<file path="config.mk">
export PLATFORM = sky130hd
export DESIGN_NAME = ysyx_23060201_wbu
export DESIGN_NICKNAME = d
export VERILOG_FILES = /design/src/rtl/ysyx_23060201_wbu.sv
export SDC_FILE = /design/constraint.sdc
export NUM_CORES = 1
export LEC_CHECK = 0
export CAP_MARGIN = 20
export CORE_MARGIN = 1.5
export CORE_UTILIZATION = 41
export CTS_CLUSTER_DIAMETER = 150
export DETAILED_ROUTE_END_ITERATION = 16
export HOLD_SLACK_MARGIN = 0.03
export PLACE_DENSITY = 0.78
export SLEW_MARGIN = 20
export SYNTH_ARGS = -nofsm -noshare
export SYNTH_HDL_FRONTEND = slang
export SYNTH_SLANG_ARGS = --single-unit
</file>
<file path="constraint.sdc">
create_clock -name clk -period 4.3 [get_ports clk]
set_clock_uncertainty 0.1 [all_clocks]
set_input_delay 0.86 -clock clk [delete_from_list [all_inputs] [get_ports clk]]
set_output_delay 0.86 -clock clk [all_outputs]
set_load 0.005 [all_outputs]
</file>
<file path="src/rtl/ysyx_23060201_wbu.sv">
// Write-back stage: accepts one completed instruction, waits for load data if needed,
// aligns/extends it and drives the register-file write port for one cycle.
// Optional retire counter enabled by defining YSYX_23060201_WBU_RETIRE_CNT_EN.
module ysyx_23060201_wbu #(
  parameter int GPR_ADDR_WIDTH = 5,
  parameter int DATA_WIDTH     = 32
) (
  input  logic                      clk,
  input  logic                      rst,
  input  logic                      in_valid,
  output logic                      in_ready,
  input  logic [GPR_ADDR_WIDTH-1:0] in_rd,
  input  logic                      in_rd_wen,
  input  logic [1:0]                in_sel,
  input  logic [DATA_WIDTH-1:0]     in_alu_res,
  input  logic [DATA_WIDTH-1:0]     in_pc,
  input  logic [DATA_WIDTH-1:0]     in_csr_rdata,
  input  logic [2:0]                in_ld_type,
  input  logic                      mem_rvalid,
  input  logic [DATA_WIDTH-1:0]     mem_rdata,
  output logic                      gpr_wen,
  output logic [GPR_ADDR_WIDTH-1:0] gpr_waddr,
  output logic [DATA_WIDTH-1:0]     gpr_wdata,
  output logic                      commit_valid,
  output logic [DATA_WIDTH-1:0]     commit_pc,
  output logic                      ld_misalign,
  output logic [63:0]               retire_cnt
);

  localparam logic [1:0] SEL_ALU  = 2'b00;
  localparam logic [1:0] SEL_LOAD = 2'b01;
  localparam logic [1:0] SEL_PC4  = 2'b10;
  localparam logic [1:0] SEL_CSR  = 2'b11;

  typedef enum logic [1:0] {
    S_IDLE     = 2'd0,
    S_WAIT_MEM = 2'd1,
    S_COMMIT   = 2'd2
  } state_e;

  // Byte/halfword lane select plus extension; reserved funct3 codes read the whole word.
  function automatic logic [DATA_WIDTH-1:0] align_load(
    input logic [2:0]            ld_type,
    input logic [1:0]            a,
    input logic [DATA_WIDTH-1:0] word
  );
    logic [7:0]            b;
    logic [15:0]           h;
    logic [DATA_WIDTH-1:0] r;
    b = word[{a, 3'b000} +: 8];
    h = word[{a[1], 4'b0000} +: 16];
    case (ld_type)
      3'b000:  r = {{(DATA_WIDTH-8){b[7]}}, b};
      3'b001:  r = {{(DATA_WIDTH-16){h[15]}}, h};
      3'b100:  r = {{(DATA_WIDTH-8){1'b0}}, b};
      3'b101:  r = {{(DATA_WIDTH-16){1'b0}}, h};
      default: r = word;
    endcase
    return r;
  endfunction

  function automatic logic load_misaligned(input logic [2:0] ld_type, input logic [1:0] a);
    logic m;
    case (ld_type)
      3'b000, 3'b100: m = 1'b0;
      3'b001, 3'b101: m = a[0];
      default:        m = (a != 2'b00);
    endcase
    return m;
  endfunction

  state_e                    state_q, state_d;
  logic [GPR_ADDR_WIDTH-1:0] rd_q, rd_d;
  logic                      rd_wen_q, rd_wen_d;
  logic [DATA_WIDTH-1:0]     pc_q, pc_d;
  logic [2:0]                ld_type_q, ld_type_d;
  logic [1:0]                addr_lo_q, addr_lo_d;

  logic                      in_ready_q, in_ready_d;
  logic                      gpr_wen_q, gpr_wen_d;
  logic [GPR_ADDR_WIDTH-1:0] gpr_waddr_q, gpr_waddr_d;
  logic [DATA_WIDTH-1:0]     gpr_wdata_q, gpr_wdata_d;
  logic                      commit_valid_q, commit_valid_d;
  logic [DATA_WIDTH-1:0]     commit_pc_q, commit_pc_d;
  logic                      ld_misalign_q, ld_misalign_d;

  logic [DATA_WIDTH-1:0]     result_s;
  logic [DATA_WIDTH-1:0]     load_res_s;
  logic                      mis_s;

  // Outputs are registered: the commit values are computed on the transition into COMMIT.
  always_comb begin
    state_d        = state_q;
    rd_d           = rd_q;
    rd_wen_d       = rd_wen_q;
    pc_d           = pc_q;
    ld_type_d      = ld_type_q;
    addr_lo_d      = addr_lo_q;
    gpr_wen_d      = 1'b0;
    gpr_waddr_d    = gpr_waddr_q;
    gpr_wdata_d    = gpr_wdata_q;
    commit_valid_d = 1'b0;
    commit_pc_d    = commit_pc_q;
    ld_misalign_d  = 1'b0;
    result_s       = in_alu_res;
    load_res_s     = align_load(ld_type_q, addr_lo_q, mem_rdata);
    mis_s          = load_misaligned(ld_type_q, addr_lo_q);

    case (in_sel)
      SEL_ALU:  result_s = in_alu_res;
      SEL_PC4:  result_s = in_pc + DATA_WIDTH'(4);
      SEL_CSR:  result_s = in_csr_rdata;
      default:  result_s = in_alu_res;
    endcase

    case (state_q)
      S_IDLE: begin
        if (in_valid) begin
          rd_d      = in_rd;
          rd_wen_d  = in_rd_wen;
          pc_d      = in_pc;
          ld_type_d = in_ld_type;
          addr_lo_d = in_alu_res[1:0];
          if (in_sel == SEL_LOAD) begin
            state_d = S_WAIT_MEM;
          end else begin
            state_d        = S_COMMIT;
            gpr_wen_d      = in_rd_wen && (in_rd != {GPR_ADDR_WIDTH{1'b0}});
            gpr_waddr_d    = in_rd;
            gpr_wdata_d    = result_s;
            commit_valid_d = 1'b1;
            commit_pc_d    = in_pc;
          end
        end else begin
          state_d = S_IDLE;
        end
      end
      S_WAIT_MEM: begin
        if (mem_rvalid) begin
          state_d        = S_COMMIT;
          gpr_wen_d      = rd_wen_q && (rd_q != {GPR_ADDR_WIDTH{1'b0}}) && !mis_s;
          gpr_waddr_d    = rd_q;
          gpr_wdata_d    = load_res_s;
          commit_valid_d = 1'b1;
          commit_pc_d    = pc_q;
          ld_misalign_d  = mis_s;
        end else begin
          state_d = S_WAIT_MEM;
        end
      end
      S_COMMIT: begin
        state_d = S_IDLE;
      end
      default: begin
        state_d = S_IDLE;
      end
    endcase

    in_ready_d = (state_d == S_IDLE);
  end

  // State, captured instruction fields and registered outputs.
  always_ff @(posedge clk or posedge rst) begin
    if (rst) begin
      state_q        <= S_IDLE;
      rd_q           <= {GPR_ADDR_WIDTH{1'b0}};
      rd_wen_q       <= 1'b0;
      pc_q           <= {DATA_WIDTH{1'b0}};
      ld_type_q      <= 3'b000;
      addr_lo_q      <= 2'b00;
      in_ready_q     <= 1'b1;
      gpr_wen_q      <= 1'b0;
      gpr_waddr_q    <= {GPR_ADDR_WIDTH{1'b0}};
      gpr_wdata_q    <= {DATA_WIDTH{1'b0}};
      commit_valid_q <= 1'b0;
      commit_pc_q    <= {DATA_WIDTH{1'b0}};
      ld_misalign_q  <= 1'b0;
    end else begin
      state_q        <= state_d;
      rd_q           <= rd_d;
      rd_wen_q       <= rd_wen_d;
      pc_q           <= pc_d;
      ld_type_q      <= ld_type_d;
      addr_lo_q      <= addr_lo_d;
      in_ready_q     <= in_ready_d;
      gpr_wen_q      <= gpr_wen_d;
      gpr_waddr_q    <= gpr_waddr_d;
      gpr_wdata_q    <= gpr_wdata_d;
      commit_valid_q <= commit_valid_d;
      commit_pc_q    <= commit_pc_d;
      ld_misalign_q  <= ld_misalign_d;
    end
  end

  assign in_ready     = in_ready_q;
  assign gpr_wen      = gpr_wen_q;
  assign gpr_waddr    = gpr_waddr_q;
  assign gpr_wdata    = gpr_wdata_q;
  assign commit_valid = commit_valid_q;
  assign commit_pc    = commit_pc_q;
  assign ld_misalign  = ld_misalign_q;

`ifdef YSYX_23060201_WBU_RETIRE_CNT_EN
  logic [63:0] retire_cnt_q;

  // Counts every retire pulse, misaligned loads included.
  always_ff @(posedge clk or posedge rst) begin
    if (rst) begin
      retire_cnt_q <= 64'd0;
    end else if (commit_valid_q) begin
      retire_cnt_q <= retire_cnt_q + 64'd1;
    end else begin
      retire_cnt_q <= retire_cnt_q;
    end
  end

  assign retire_cnt = retire_cnt_q;
`else
  assign retire_cnt = 64'd0;
`endif

endmodule

</file>
==> results.py, run 1 <==
metrics = {
    "worst_setup_path": {
        "worst_path_max_delay_cell": "clkdlybuf4s50_1",
        "max_stage_delay_ns": 0.52,
        "cp_max_fo": 35,
        "cpLargestDelayFamily": "buffers and inverters",
        "critPathRequiredTime_ns": 4.49,
        "r2r_setup_slack_ns": 1.57,
        "crit_type": "input port to flip-flop",
        "crit_cells": 8,
        "crit_path_start": "in_sel[0]",
        "crit_path_end_kind": "flip-flop",
        "regToRegStartpoint": "addr_lo_q[1]",
        "worst-r2r-cell-count": 4,
        "start_kind": "input port",
        "endpoint": "commit_pc[3]",
        "arrival_ns": 3.12,
        "r2r-end": "gpr_wdata[28]",
        "path_buf_inv": 3,
        "path_cells": "clkdlybuf4s50_1 > nand2b_1 > nand3b_1 > a21o_1 > clkinv_2 > buf_4 > nor2_1 > a31oi_1",
    },
    "pwr": {
        "power.density_nw_per_um2": 429,
        "p_leak_nw": 4.17,
        "vdd_drop_max_v": 0.000300,
        "power.total_mw": 4.23,
    },
    "sta": {
        "hold_slack_ns": 0.375,
        "hold_viol": 0,
        "fmax_mhz": 341,
        "min_period_ns": 2.93,
        "fin_crit_sh": 0.682,
        "worst_slew_pin_slew_ns": 1.13,
        "setup_tns_ns": 0,
        "finalSetupViolations": 0,
        "timing.final.max_slew_violations": 0,
        "rsz0062_at_grt": "false",
        "slew_headroom": 0.246,
    },
    "synthesis": {
        "yosysMostFrequentCell": "nand2_1",
        "yosysWarnings": 0,
        "ys_seq_area_frac": 0.397,
        "ys_top_cells_by_count": "nand2_1, dfrtp_1, nor2_1",
        "netlist.area_leader.share": 0.394,
        "yosysTopAreaCell": "dfrtp_1",
        "ys_types": 75,
        "synth_area_leaders": "dfrtp_1, nand2_1, buf_4",
        "synth_edf_count": 0,
        "synth_area_per_cell_um2": 8.02,
        "synthCells": 919,
        "synth_flop_cell": "dfrtp_1",
        "synth_area_um2": 7370,
        "async_flop_share": 1.00,
        "ys_ff_latch": 117,
    },
    "global_route": {
        "antenna_found_initial": 0,
        "grt_pass1_vias": 6804,
        "grt_max_degree": 65,
        "grt_pass1_wl_um": 38000,
        "grt-ovfl-total": 0,
        "track_usage": 0.270,
    },
    "placed_design": {
        "portBuffers": 215,
        "place_inst": 1307,
        "hpwl_um": 18300,
        "place.gp.congestion": 0.883,
    },
    "final_layout": {
        "drive_above_1_share": 0.0631,
        "fin_util": 0.566,
        "final_cells": 1335,
        "num_antenna_cells": 0,
        "final_nets": 1245,
        "area_growth_pct": 33.8,
    },
    "floorplan": {
        "initial_core_util": 0.423,
        "die_w_um": 137,
        "core_area_um2": 17400,
        "dieArea_um2": 18800,
        "row_count": 48,
        "ioPinCount": 280,
        "die_height_um": 137,
    },
    "drt": {
        "route.detailed.drc": 0,
        "ant_nets": 0,
        "wl_um": 25100,
        "via_per_inst": 5.53,
        "wl_per_cell_um": 18.8,
        "drtPass1Iterations": 5,
        "dr.first_iter.drc_count": 592,
        "via_count": 7383,
    },
    "cts": {
        "hold_buffers": 0,
        "htreeDepth": 4,
        "clk_pin_slew_worst_paths_ns": 0.05,
        "numCtsBuffers": 17,
        "clk_latency_ns": 0.42,
        "cts_root_buf": "clkbuf_16",
        "numClockSinks": 117,
        "post_cts_buffers": 0,
        "post_cts_resized": 0,
        "clockBufferDepth": 2,
        "cts_tree": "done",
    },
    "run": {
        "max_cap_violations": 0,
    },
    "hold_path": {
        "hp-class": "flip-flop to flip-flop",
        "hp-start": "pc_q[28]",
    },
    "outcome": {
        "outcome": "finished, final reports clean",
    },
}
[worst min-delay path: cells and delay by family (launching register included)]
family           cells  cell delay (ns)
DFF                  1             0.34
and+or+nand+nor      2             0.10
[worst min path at each step]
stage | endpoint | slack (ns) | depth (start not counted)
after global routing | pc_q[29] | 0.39 | 2
after global placement | pc_q[7] | 0.36 | 2
after floorplan | pc_q[0] | 0.35 | 2
after detailed placement | pc_q[3] | 0.36 | 2
final | pc_q[28] | 0.38 | 2
after CTS | pc_q[3] | 0.38 | 2
[metrics by stage]
stage / worst slack, ns / instance area (um^2)
after floorplan: 0.241 / 7610
after global placement: 0.987 / 9370
after detailed placement: 1.00 / 9370
after CTS: 1.43 / 9860
after global routing: 1.22 / 9860
final: 1.37 / 9860
[cells in the final DEF (no fill, tap or decap), types with 17 or more instances in the layout]
master | synthesis | layout
conb_1 | 1 | 64
clkdlybuf4s50_1 | 0 | 215
dfrtp_1 | 116 | 116
clkbuf_16 | 0 | 17
nor2_1 | 89 | 89
o21ai_0 | 33 | 33
a31oi_1 | 56 | 56
a21oi_1 | 35 | 35
nand2_1 | 234 | 234
[final cells by class]
| cell class | instances | area [um^2] |
|---|---|---|
| clock inverter | 7 | 35.0 |
| multi-input combinational | 717 | 3810 |
| fill | 1623 | 7560 |
| timing repair buffer | 230 | 2280 |
| tap | 225 | 282 |
| clock buffer | 21 | 460 |
| sequential | 117 | 2930 |
| inverter | 18 | 71.3 |
[registers in the layout, summed over array words and instances, names as in the netlist]
signal        cells
gpr_wdata        32
ld_type_q         3
rd_wen_q          1
pc_q             32
gpr_waddr         5
gpr_wen           1
commit_pc        32
rd_q              5
state_q           1
commit_valid      1
ld_misalign       1
in_ready          1
addr_lo_q         2
[metal layers]
metal / share of wire / routed length [um] / vias to the layer above / track usage
met5: 0 / 0 / - / 0
met4: 0.030 / 756 / 0 / 0.109
met3: 0.095 / 2400 / 57 / 0.0633
met2: 0.47 / 11800 / 390 / 0.434
met1: 0.40 / 10100 / 3482 / 0.350
li1: - / - / 3454 / -
[power by group]
part | total [mW] | switching [mW] | leakage [nW] | internal, mW
Clock | 1.24 | 0.496 | 0.254 | 0.743
Combinational | 1.41 | 0.667 | 2.55 | 0.740
Sequential | 1.59 | 0.196 | 1.37 | 1.39
[cell families after synthesis]
family	after synthesis	share of synthesized area
simple gates	402	0.241
other cells	1	0.000509
mux	14	0.0226
compound gates	226	0.204
flops	117	0.397
fa+ha+maj	1	0.00170
buf+inv	148	0.120
xor+xnor	10	0.0119
Note: power is estimated with default switching activity, not from simulation.
==> run 2, diff against run 1 <==
==> constraint.sdc (replaced) <==
create_clock -name clk -period 2.4 [get_ports clk]
set_clock_uncertainty 0.1 [all_clocks]
set_input_delay 0.48 -clock clk [delete_from_list [all_inputs] [get_ports clk]]
set_output_delay 0.48 -clock clk [all_outputs]
set_load 0.005 [all_outputs]
==> run 2 against run 1 <==
Non-clock buffer count increased by 86. Critical path depth fell by 1. First-iteration DRC count increased by 14%. Worst hold slack worse by 0.0016 ns. Setup slack worse by 1.2 ns. Largest cell class unchanged. Global-route usage up 2.1 points. Register-to-register slack got worse by 1.3 ns. Core utilization grew 4.8 points. Critical endpoint is now gpr_wdata[26]. Routed wire length up 7.4%.
==> results.py, run 2 (synthesized netlist as in run 1, its figures left out) <==
metrics = {
    "outcome": {
        "outcome": "finished, final reports clean",
    },
    "drt": {
        "wl_per_cell_um": 18.9,
        "wl_um": 27000,
        "route.detailed.drc": 0,
        "dr.first_iter.drc_count": 674,
        "via_count": 7786,
        "via_per_inst": 5.46,
        "ant_nets": 0,
        "drtPass1Iterations": 8,
    },
    "floorplan": {
        "core_area_um2": 17400,
        "initial_core_util": 0.423,
        "die_w_um": 137,
        "die_height_um": 137,
        "row_count": 48,
        "ioPinCount": 280,
        "dieArea_um2": 18800,
    },
    "cts": {
        "clockBufferDepth": 2,
        "numClockSinks": 117,
        "cts_root_buf": "clkbuf_16",
        "htreeDepth": 4,
        "post_cts_resized": 0,
        "clk_latency_ns": 0.42,
        "cts_tree": "done",
        "post_cts_buffers": 0,
        "hold_buffers": 0,
        "clk_pin_slew_worst_paths_ns": 0.06,
        "numCtsBuffers": 17,
    },
    "placed_design": {
        "place.gp.congestion": 0.931,
        "place_inst": 1393,
        "portBuffers": 215,
        "hpwl_um": 20600,
        "dp_slack_ns": -0.213,
    },
    "final_layout": {
        "regArea_um2": 2930,
        "area_growth_pct": 45.3,
        "final_cells": 1426,
        "nFillCells": 1558,
        "final_nets": 1331,
        "final_cell_mix": "nand2_1, clkdlybuf4s50_1, dfrtp_1, buf_4, nor2_1",
        "multi_input_area_um2": 3810,
        "drive_above_1_share": 0.133,
        "layout_commonest_cell": "nand2_1",
    },
    "sta": {
        "worst_slew_pin_slew_ns": 0.584,
        "fin_crit_sh": 0.916,
        "hold_viol": 0,
        "finalSetupViolations": 0,
        "hold_slack_ns": 0.373,
        "slew_headroom": 0.610,
        "setup_tns_ns": 0,
        "timing.final.max_slew_violations": 0,
        "worst_slack_ns": 0.201,
        "rsz0062_at_grt": "false",
        "fmax_mhz": 455,
        "min_period_ns": 2.20,
    },
    "pwr": {
        "p_leak_nw": 4.65,
        "vdd_drop_max_v": 0.000574,
        "power.density_nw_per_um2": 770,
    },
    "global_route": {
        "antenna_found_initial": 1,
        "grt-ovfl-total": 0,
        "grt_pass1_wl_um": 40700,
        "grt_pass1_vias": 7435,
        "track_usage": 0.291,
        "grt_max_degree": 49,
    },
    "worst_setup_path": {
        "start_kind": "input port",
        "arrival_ns": 2.40,
        "critPathRequiredTime_ns": 2.60,
        "crit_type": "input port to flip-flop",
        "cp_max_fo": 13,
        "r2r_setup_slack_ns": 0.28,
        "crit_path_end_kind": "flip-flop",
    },
    "hold_path": {
        "hp-class": "flip-flop to flip-flop",
    },
    "run": {
        "max_cap_violations": 0,
    },
}
==> run 2: area by class of cell <==
| cell class | instances | area share |
|---|---|---|
| Timing Repair Buffer | 316 | 0.281 |
| Antenna cell | 1 | 0.000234 |
| Clock inverter | 9 | 0.0117 |
| Clock buffer | 23 | 0.0446 |
| Multi-Input combinational cell | 717 | 0.356 |
| Tap cell | 225 | 0.0263 |
| Sequential cell | 117 | 0.274 |
| Inverter | 18 | 0.00678 |
==> run 2: path summary, 6_finish.rpt <==
path	start	to	cells past startpoint
min	pc_q[11]	pc_q[11]	2
max in group asynchronous	rst	in_ready	3
max	in_pc[2]	gpr_wdata[26]	7
max reg2reg	addr_lo_q[1]	gpr_wdata[30]	6
min in group asynchronous	rst	pc_q[23]	2
min reg2reg	pc_q[11]	pc_q[11]	2
==> run 2: metrics by stage <==
step                utilization  area, um^2  total power [mW]
floorplan                     -        7610              4.04
global route              0.615       10700              8.66
CTS                       0.615       10700              8.25
global placement          0.580       10100              5.55
finish                    0.615       10700              8.24
detailed placement        0.580       10100              5.61
==> run 2: where the power goes <==
part,total (mW),internal [mW],switching (mW)
registers,2.86,2.49,0.363
logic,2.75,1.48,1.27
clock network,2.63,1.71,0.924
==> run 2: routing by layer <==
layer | track usage | part of all wire | wire length [um] | vias to the layer above
li1 | - | - | - | 3632
met1 | 0.374 | 0.41 | 10900 | 3723
met2 | 0.486 | 0.48 | 12900 | 384
met3 | 0.0578 | 0.091 | 2460 | 47
met4 | 0.105 | 0.024 | 651 | 0
met5 | 0 | 0 | 0 | -
==> run 2: worst max-delay path, stage by stage <==
cell             delay, ns
clkdlybuf4s50_1       0.48
ha_1                  0.19
nand3_2               0.20
or2_4                 0.39
nor4_2                0.27
o21ai_1               0.08
a311oi_1              0.31
